`src/rtl/ahb_vga_writer_pkg.sv`:
```
// Shared constants and types for the AHB VGA write initiator.
// Latency: none (definitions only).
// Backpressure: not applicable.
package ahb_vga_pkg;

   // AHB-Lite encodings used by this initiator
   localparam logic [1:0] HTRANS_IDLE   = 2'b00;
   localparam logic [1:0] HTRANS_NONSEQ = 2'b10;
   localparam logic [2:0] HSIZE_WORD    = 3'b010;
   localparam logic [2:0] HBURST_SINGLE = 3'b000;
   localparam logic [3:0] HPROT_DEFAULT = 4'b0011;

   // VGA slave map: console register sits at the base, image words above the offset
   localparam logic [31:0] VGA_BASE_ADDR    = 32'h5000_0000;
   localparam logic [31:0] VGA_IMAGE_OFFSET = 32'h0001_0000;

   localparam int PIX_W  = 14;
   localparam int DATA_W = 8;

   // One queued write request: destination, pixel word index, payload byte
   typedef struct packed {
      logic              target;   // 0 = console, 1 = image
      logic [PIX_W-1:0]  pix;
      logic [DATA_W-1:0] data;
   } req_entry_t;

   // Byte address of a request's target word
   function automatic logic [31:0] vga_addr(input req_entry_t e,
                                            input logic [31:0] base,
                                            input logic [31:0] image_ofs);
      logic [31:0] pix_byte;
      pix_byte = {{(32 - PIX_W - 2){1'b0}}, e.pix, 2'b00};
      return e.target ? (base + image_ofs + pix_byte) : base;
   endfunction

endpackage

```
`src/rtl/ahb_vga_writer_if.sv`:
```
// Request stream plus AHB-Lite initiator signals for the VGA writer.
// Latency: none (wires only).
// Backpressure: req_ready on the request side, HREADY on the AHB side.
// Ports: master = the writer (drives AHB outputs, req_ready, status);
//        slave  = the environment (request source and AHB slave).
interface ahb_vga_writer_if;

   // request stream
   logic        req_valid;
   logic        req_ready;
   logic        req_target;
   logic [13:0] req_pix;
   logic [7:0]  req_data;

   // AHB-Lite
   logic [31:0] HADDR;
   logic [1:0]  HTRANS;
   logic        HWRITE;
   logic [2:0]  HSIZE;
   logic [2:0]  HBURST;
   logic [3:0]  HPROT;
   logic        HMASTLOCK;
   logic [31:0] HWDATA;
   logic        HREADY;
   logic        HRESP;

   // status
   logic        busy;
   logic [7:0]  err_count;

   modport master (
      input  req_valid, req_target, req_pix, req_data, HREADY, HRESP,
      output req_ready, HADDR, HTRANS, HWRITE, HSIZE, HBURST, HPROT,
             HMASTLOCK, HWDATA, busy, err_count
   );

   modport slave (
      output req_valid, req_target, req_pix, req_data, HREADY, HRESP,
      input  req_ready, HADDR, HTRANS, HWRITE, HSIZE, HBURST, HPROT,
             HMASTLOCK, HWDATA, busy, err_count
   );

endinterface

```
`src/rtl/ahb_vga_writer_sync_fifo.sv`:
```
// Synchronous FIFO with show-ahead head output and full/empty flags.
// Latency: a pushed word is visible on head_dat the cycle after the push edge.
// Backpressure: push ignored while full, pop ignored while empty.
// Ports: clk/rst (sync, active high), push/push_dat, pop, head_dat, full, empty.
module sync_fifo #(
   parameter int WIDTH = 8,
   parameter int DEPTH = 4
) (
   input  logic             clk,
   input  logic             rst,
   input  logic             push,
   input  logic [WIDTH-1:0] push_dat,
   input  logic             pop,
   output logic [WIDTH-1:0] head_dat,
   output logic             full,
   output logic             empty
);

   localparam int AW = (DEPTH > 1) ? $clog2(DEPTH) : 1;
   localparam logic [AW:0] PTR_ONE = 1;

   logic [WIDTH-1:0] mem [DEPTH];
   // One extra pointer bit distinguishes full from empty when indices match
   logic [AW:0] wr_ptr;
   logic [AW:0] rd_ptr;
   logic        do_push;
   logic        do_pop;

   assign empty    = (wr_ptr == rd_ptr);
   assign full     = (wr_ptr[AW] != rd_ptr[AW]) && (wr_ptr[AW-1:0] == rd_ptr[AW-1:0]);
   assign do_push  = push & ~full;
   assign do_pop   = pop & ~empty;
   assign head_dat = mem[rd_ptr[AW-1:0]];

   always_ff @(posedge clk) begin
      if (rst) begin
         wr_ptr <= '0;
         rd_ptr <= '0;
      end else begin
         if (do_push) wr_ptr <= wr_ptr + PTR_ONE;
         if (do_pop)  rd_ptr <= rd_ptr + PTR_ONE;
      end
   end

   // Storage needs no reset: flushed pointers make stale contents unreachable
   always_ff @(posedge clk) begin
      if (do_push) mem[wr_ptr[AW-1:0]] <= push_dat;
   end

endmodule

```
`src/rtl/ahb_vga_writer.sv`:
```
// AHB-Lite initiator turning queued byte requests into single NONSEQ word writes to the VGA slave.
// Latency: push at edge k -> NONSEQ in cycle k+1 -> HWDATA in cycle k+2; 1 write/cycle sustained.
// Backpressure: req_ready low while FIFO full; HREADY low freezes address and data phases.
// Ports: HCLK, HRESET (sync, active high), bus (master modport: request stream, AHB, busy, err_count).
module ahb_vga_writer
   import ahb_vga_pkg::*;
#(
   parameter logic [31:0] BASE_ADDR    = VGA_BASE_ADDR,
   parameter logic [31:0] IMAGE_OFFSET = VGA_IMAGE_OFFSET,
   parameter int          FIFO_DEPTH   = 4
) (
   input  logic               HCLK,
   input  logic               HRESET,
   ahb_vga_writer_if.master   bus
);

   req_entry_t  push_dat;
   req_entry_t  head;
   logic        fifo_full;
   logic        fifo_empty;
   logic        push;
   logic        issue;
   logic        accept;
   logic        dp_valid;
   logic [31:0] dp_data;
   logic        cancel;
   logic [7:0]  err_cnt;

   assign push_dat = '{target: bus.req_target, pix: bus.req_pix, data: bus.req_data};

   // req_ready depends on full only, so a full FIFO never sees push+pop together
   assign bus.req_ready = ~fifo_full & ~HRESET;
   assign push          = bus.req_valid & bus.req_ready;

   sync_fifo #(
      .WIDTH ($bits(req_entry_t)),
      .DEPTH (FIFO_DEPTH)
   ) u_fifo (
      .clk      (HCLK),
      .rst      (HRESET),
      .push     (push),
      .push_dat (push_dat),
      .pop      (accept),
      .head_dat (head),
      .full     (fifo_full),
      .empty    (fifo_empty)
   );

   // Address phase straight off the FIFO head; cancel forces the IDLE slot
   // required between the two cycles of an ERROR response.
   assign issue  = ~fifo_empty & ~cancel & ~HRESET;
   assign accept = issue & bus.HREADY;

   assign bus.HTRANS    = issue ? HTRANS_NONSEQ : HTRANS_IDLE;
   assign bus.HWRITE    = issue;
   assign bus.HADDR     = issue ? vga_addr(head, BASE_ADDR, IMAGE_OFFSET) : 32'h0;
   assign bus.HSIZE     = HSIZE_WORD;
   assign bus.HBURST    = HBURST_SINGLE;
   assign bus.HPROT     = HPROT_DEFAULT;
   assign bus.HMASTLOCK = 1'b0;
   assign bus.HWDATA    = dp_data;

   assign bus.busy      = ~fifo_empty | dp_valid;
   assign bus.err_count = err_cnt;

   always_ff @(posedge HCLK) begin
      if (HRESET) begin
         dp_valid <= 1'b0;
         dp_data  <= 32'h0;
         cancel   <= 1'b0;
         err_cnt  <= 8'h0;
      end else if (bus.HREADY) begin
         // Data phase ends (OKAY or second ERROR cycle); back-to-back reload if accepted
         dp_valid <= accept;
         if (accept) dp_data <= {24'h0, head.data};
         cancel   <= 1'b0;
      end else if (dp_valid && bus.HRESP && !cancel) begin
         // First ERROR cycle: suppress the pending address phase, count once.
         // The head stays queued and is reissued after the error completes.
         cancel <= 1'b1;
         if (err_cnt != 8'hFF) err_cnt <= err_cnt + 8'd1;
      end
   end

endmodule

```
`src/flat_wrapper.sv`:
```
// flat-port wrapper written by rule: the top's interface ports become plain ports
module ahb_vga_writer_flat import ahb_vga_pkg::*;
#(
   parameter logic [31:0] BASE_ADDR    = VGA_BASE_ADDR,
   parameter logic [31:0] IMAGE_OFFSET = VGA_IMAGE_OFFSET,
   parameter int          FIFO_DEPTH   = 4
)
  (HCLK, HRESET, bus_req_valid, bus_req_target, bus_req_pix, bus_req_data, bus_HREADY, bus_HRESP, bus_req_ready, bus_HADDR, bus_HTRANS, bus_HWRITE, bus_HSIZE, bus_HBURST, bus_HPROT, bus_HMASTLOCK, bus_HWDATA, bus_busy, bus_err_count);
  ahb_vga_writer_if bus_i ();
  input  logic HCLK;
  input  logic HRESET;
  input wire logic [$bits(bus_i.req_valid)-1:0] bus_req_valid;
  input wire logic [$bits(bus_i.req_target)-1:0] bus_req_target;
  input wire logic [$bits(bus_i.req_pix)-1:0] bus_req_pix;
  input wire logic [$bits(bus_i.req_data)-1:0] bus_req_data;
  input wire logic [$bits(bus_i.HREADY)-1:0] bus_HREADY;
  input wire logic [$bits(bus_i.HRESP)-1:0] bus_HRESP;
  output wire logic [$bits(bus_i.req_ready)-1:0] bus_req_ready;
  output wire logic [$bits(bus_i.HADDR)-1:0] bus_HADDR;
  output wire logic [$bits(bus_i.HTRANS)-1:0] bus_HTRANS;
  output wire logic [$bits(bus_i.HWRITE)-1:0] bus_HWRITE;
  output wire logic [$bits(bus_i.HSIZE)-1:0] bus_HSIZE;
  output wire logic [$bits(bus_i.HBURST)-1:0] bus_HBURST;
  output wire logic [$bits(bus_i.HPROT)-1:0] bus_HPROT;
  output wire logic [$bits(bus_i.HMASTLOCK)-1:0] bus_HMASTLOCK;
  output wire logic [$bits(bus_i.HWDATA)-1:0] bus_HWDATA;
  output wire logic [$bits(bus_i.busy)-1:0] bus_busy;
  output wire logic [$bits(bus_i.err_count)-1:0] bus_err_count;
  assign bus_i.req_valid = bus_req_valid;
  assign bus_i.req_target = bus_req_target;
  assign bus_i.req_pix = bus_req_pix;
  assign bus_i.req_data = bus_req_data;
  assign bus_i.HREADY = bus_HREADY;
  assign bus_i.HRESP = bus_HRESP;
  assign bus_req_ready = bus_i.req_ready;
  assign bus_HADDR = bus_i.HADDR;
  assign bus_HTRANS = bus_i.HTRANS;
  assign bus_HWRITE = bus_i.HWRITE;
  assign bus_HSIZE = bus_i.HSIZE;
  assign bus_HBURST = bus_i.HBURST;
  assign bus_HPROT = bus_i.HPROT;
  assign bus_HMASTLOCK = bus_i.HMASTLOCK;
  assign bus_HWDATA = bus_i.HWDATA;
  assign bus_busy = bus_i.busy;
  assign bus_err_count = bus_i.err_count;
  ahb_vga_writer #(.BASE_ADDR(BASE_ADDR), .IMAGE_OFFSET(IMAGE_OFFSET), .FIFO_DEPTH(FIFO_DEPTH)) u_core (.HCLK(HCLK), .HRESET(HRESET), .bus(bus_i));
endmodule
```
`config.mk`:
```
export PLATFORM = sky130hd
export DESIGN_NAME = ahb_vga_writer_flat
export DESIGN_NICKNAME = d
export VERILOG_FILES = /design/src/rtl/ahb_vga_writer_pkg.sv /design/src/rtl/ahb_vga_writer_if.sv /design/src/rtl/ahb_vga_writer_sync_fifo.sv /design/src/rtl/ahb_vga_writer.sv /design/src/flat_wrapper.sv
export SDC_FILE = /design/constraint.sdc
export NUM_CORES = 1
export LEC_CHECK = 0
export BUFFER_PORTS_ARGS = -buffer_cell sky130_fd_sc_hd__clkbuf_2
export CAP_MARGIN = 20
export CORE_UTILIZATION = 58
export CTS_CLUSTER_DIAMETER = 150
export DETAILED_ROUTE_END_ITERATION = 10
export HOLD_SLACK_MARGIN = 0.03
export PLACE_DENSITY = 0.85
export SLEW_MARGIN = 30
export SYNTH_ARGS = -nofsm -noshare
export SYNTH_HDL_FRONTEND = slang
export SYNTH_SLANG_ARGS = --single-unit
export TNS_END_PERCENT = 100
```
`constraint.sdc`:
```
create_clock -name HCLK -period 4.56 [get_ports HCLK]
set_input_delay 0.684 -clock HCLK [delete_from_list [all_inputs] [get_ports HCLK]]
set_output_delay 0.684 -clock HCLK [all_outputs]
set_load 0.02 [all_outputs]
```
==> flow_metrics.py <==
metrics = {
    "worst_setup_path": {
        "crit_path_end_kind": "primary output",
        "crit_path_start_kind": "flop",
        "critPathMaxStageDelay_ps": 700,
        "worstPathCellList": "xor2_1, nor3_1, or4b_4, nor2b_1, clkbuf_2",
        "critPathTopFamily": "simple AND/OR/NAND/NOR gates",
        "critPathBufInv": 1,
        "crit_path_max_fanout": 15,
        "worst_ep_arrival_time_ps": 2510,
        "crit_required_ps": 3880,
        "crit_type": "flop to primary output",
        "crit_slowest_cell": "or4b_4",
    },
    "floorplanning": {
        "rows": 33,
        "fp.dieW_microns": 95.8,
        "die_h_microns": 95.8,
        "core_sq_um": 8380,
        "start_util": 0.609,
        "dieArea_sq_um": 9180,
        "ioPinCount": 116,
    },
    "detailed_routing": {
        "drtAntennaViolNets": 0,
        "via_per_inst": 5.25,
        "route.vias.total": 2672,
        "drt_iter0_drc": 124,
        "wl_per_cell_microns": 17.3,
        "firstDrtPassIters": 4,
        "drc": 0,
        "routed_wl_mm": 8.79,
    },
    "placed_design": {
        "place_worst_setup_slack_ps": 1570,
        "port_buffers": 64,
        "placed_area_sq_um": 5330,
        "place_congestion": 0.753,
        "dp_hpwl_mm": 5.30,
    },
    "grt": {
        "grt_pass1_wl_mm": 13.5,
        "grt_usage": 0.213,
        "antenna_found_initial": 0,
        "grt_pass1_vias": 2578,
        "overflow": 0,
        "grt_max_degree": 31,
    },
    "cts": {
        "insertion_delay_ps": 530,
        "ctsResizeCount": 0,
        "cts.clk_slew.worst_paths_ps": 60,
        "hold_buffers": 0,
        "cts_tree": "built",
        "cts_buffers": 17,
        "cts_buffer_depth": 2,
        "clock-root-buffer": "clkbuf_8",
        "clock-sinks": 118,
        "post_cts_buffers": 0,
        "cts_htree_levels": 4,
    },
    "sta": {
        "setup_viol": 0,
        "layout_setup_ws_ps": 1370,
        "tightest_slew_ps": 663,
        "slew_headroom": 0.558,
        "final.period_utilization": 0.700,
        "timing.fmax_ghz": 0.313,
        "hold_viol": 0,
        "drv_slew": 0,
        "setup_tns_ps": 0,
        "fin_worst_skew_ps": 15.0,
        "rsz0062_at_grt": "no",
        "fin_crit_ps": 3190,
    },
    "layout": {
        "multi_input_area_sq_um": 1530,
        "fillers": 521,
        "layout.nets": 425,
        "drive_above_1_share": 0.351,
        "seqCellArea_sq_um": 3280,
        "num_antenna_cells": 0,
        "final_area_sq_um": 5900,
        "syn_to_final_growth_pct": 15.6,
        "fin_util": 0.704,
    },
    "power_and_ir_drop": {
        "p_switching_w": 0.000678,
        "ir_drop_mv": 0.308,
        "pwr-share-clk": 0.460,
        "p_int_w": 0.00208,
        "p_sw_frac": 0.246,
        "p_comb_frac": 0.100,
        "power_density_nw_per_um2": 467,
        "pwr-share-seq": 0.440,
        "p_leak_nw": 2.27,
        "power.total_w": 0.00276,
    },
    "synthesis": {
        "netlist_area_sq_um": 5110,
        "seq_area_frac_synth": 0.643,
        "syn_inst": 316,
        "synth_ff_type": "edfxtp_1",
        "syn_avg_cell_area_sq_um": 16.2,
        "synth.distinct_cells": 40,
        "ys_ff_latch": 118,
        "ys_async_sr_fraction": 0,
        "yosys_warnings": 0,
        "synth-edff-count": 92,
    },
    "run_status": {
        "outcome": "finished clean",
    },
    "min_path": {
        "hold_path_class": "input port to flop",
    },
    "job": {
        "drv_cap": 0,
    },
}
==> sequential cells by signal, summed over array words and instances (netlist names), named ones only <==
| register | count |
|---|---|
| u_core.u_fifo.rd_ptr | 3 |
| u_core.cancel | 1 |
| u_core.bus.err_count | 8 |
| u_core.u_fifo.wr_ptr | 3 |
| u_core.dp_valid | 1 |
| u_core.u_fifo.mem | 92 |
| u_core.bus.HWDATA | 8 |
==> path summary, 6_finish.rpt <==
check                               start                        to  slack [ps]  cells after the start
setup / recovery  u_core.u_fifo.wr_ptr[1]              bus_HADDR[4]        1370                      5
hold / removal             bus_req_pix[5]  u_core.u_fifo.mem[2][13]         380                      1
setup reg to reg  u_core.u_fifo.wr_ptr[1]  u_core.u_fifo.mem[0][21]        2260                      4
hold reg to reg      u_core.bus.HWDATA[2]      u_core.bus.HWDATA[2]         500                      2
==> logic make-up after synthesis <==
kind of cell / count (synthesis) / share of synthesized area
muxes: 33 / 0.121
AOI/OAI and AO/OA: 17 / 0.0260
and+or+nand+nor: 56 / 0.0730
other: 2 / 0.00147
buffers and inverters: 69 / 0.0951
DFF: 118 / 0.643
xor gates and xnor gates: 15 / 0.0257
adders and majority gates: 6 / 0.0147
==> worst register-to-register path: stages (launching register included) <==
cell     delay (ps)
dfxtp_1         460
xnor2_1         170
a31oi_1         340
and3_1          630
buf_4           370
==> layout by cell type, fill, tap and decap left out, drive strengths merged <==
master / count
or3: 1
xnor2: 6
o2111ai: 2
o211ai: 3
nor3: 5
and4: 1
nand2b: 2
conb: 51
and4bb: 1
nor2b: 14
buf: 7
mux2i: 10
nand2: 1
o21ai: 3
nor2: 21
clkinv: 9
ha: 6
clkbuf: 82
nand4: 1
or2b: 1
nand3: 1
o31ai: 1
o21ba: 1
or4b: 1
o21a: 1
and2: 1
a31oi: 1
bufinv: 2
a21oi: 2
inv: 7
and3: 5
a311oi: 2
clkinvlp: 1
a21o: 1
xor2: 9
edfxtp: 92
mux4: 23
dfxtp: 26
==> layout make-up <==
type,count,area share
sequential,118,0.556
tap,105,0.0223
inverter,5,0.00318
clock inverter,14,0.0259
multi-input combinational,178,0.259
clock buffer,18,0.0708
timing repair buffer,71,0.0631
==> metal layers <==
layer / share of wire / GRT usage
met3: 0.073 / 0.0640
met5: 0 / 0
met1: 0.40 / 0.250
met2: 0.51 / 0.348
met4: 0.024 / 0.127
==> power groups by stage <==
stage | logic [W] | clock network [W] | registers (W)
after detailed placement | 0.000275 | 0 | 0.00124
after global routing | 0.000300 | 0.00132 | 0.00122
after CTS | 0.000279 | 0.00128 | 0.00121
final | 0.000276 | 0.00127 | 0.00121
after floorplan | 0.000242 | 0 | 0.00124
after global placement | 0.000269 | 0 | 0.00123
==> metrics by stage <==
stage | cells | hold slack (ps)
after floorplan | 365 | 458
after global placement | 477 | 476
after detailed placement | 477 | 489
after CTS | 509 | 359
after global routing | 509 | 366
final | 509 | 377
==> Yosys cell counts (2+ instances only) <==
cell type,n,area share
edfxtp_1,92,0.54
xnor2_1,6,0.010
buf_2,3,0.0029
nand2b_1,2,0.0024
o21ai_0,3,0.0029
nor2_1,21,0.015
nor2b_1,5,0.0061
dfxtp_1,26,0.10
buf_4,55,0.081
mux2i_1,10,0.020
nor2b_4,9,0.024
nor3_1,5,0.0049
o211ai_1,3,0.0044
xor2_1,9,0.015
clkbuf_1,5,0.0037
mux4_2,23,0.10
inv_1,4,0.0029
conb_1,2,0.0015
a21oi_1,2,0.0020
o2111ai_1,2,0.0034
and3_1,5,0.0061
ha_1,6,0.015
Power figures use the tool's default switching activity.
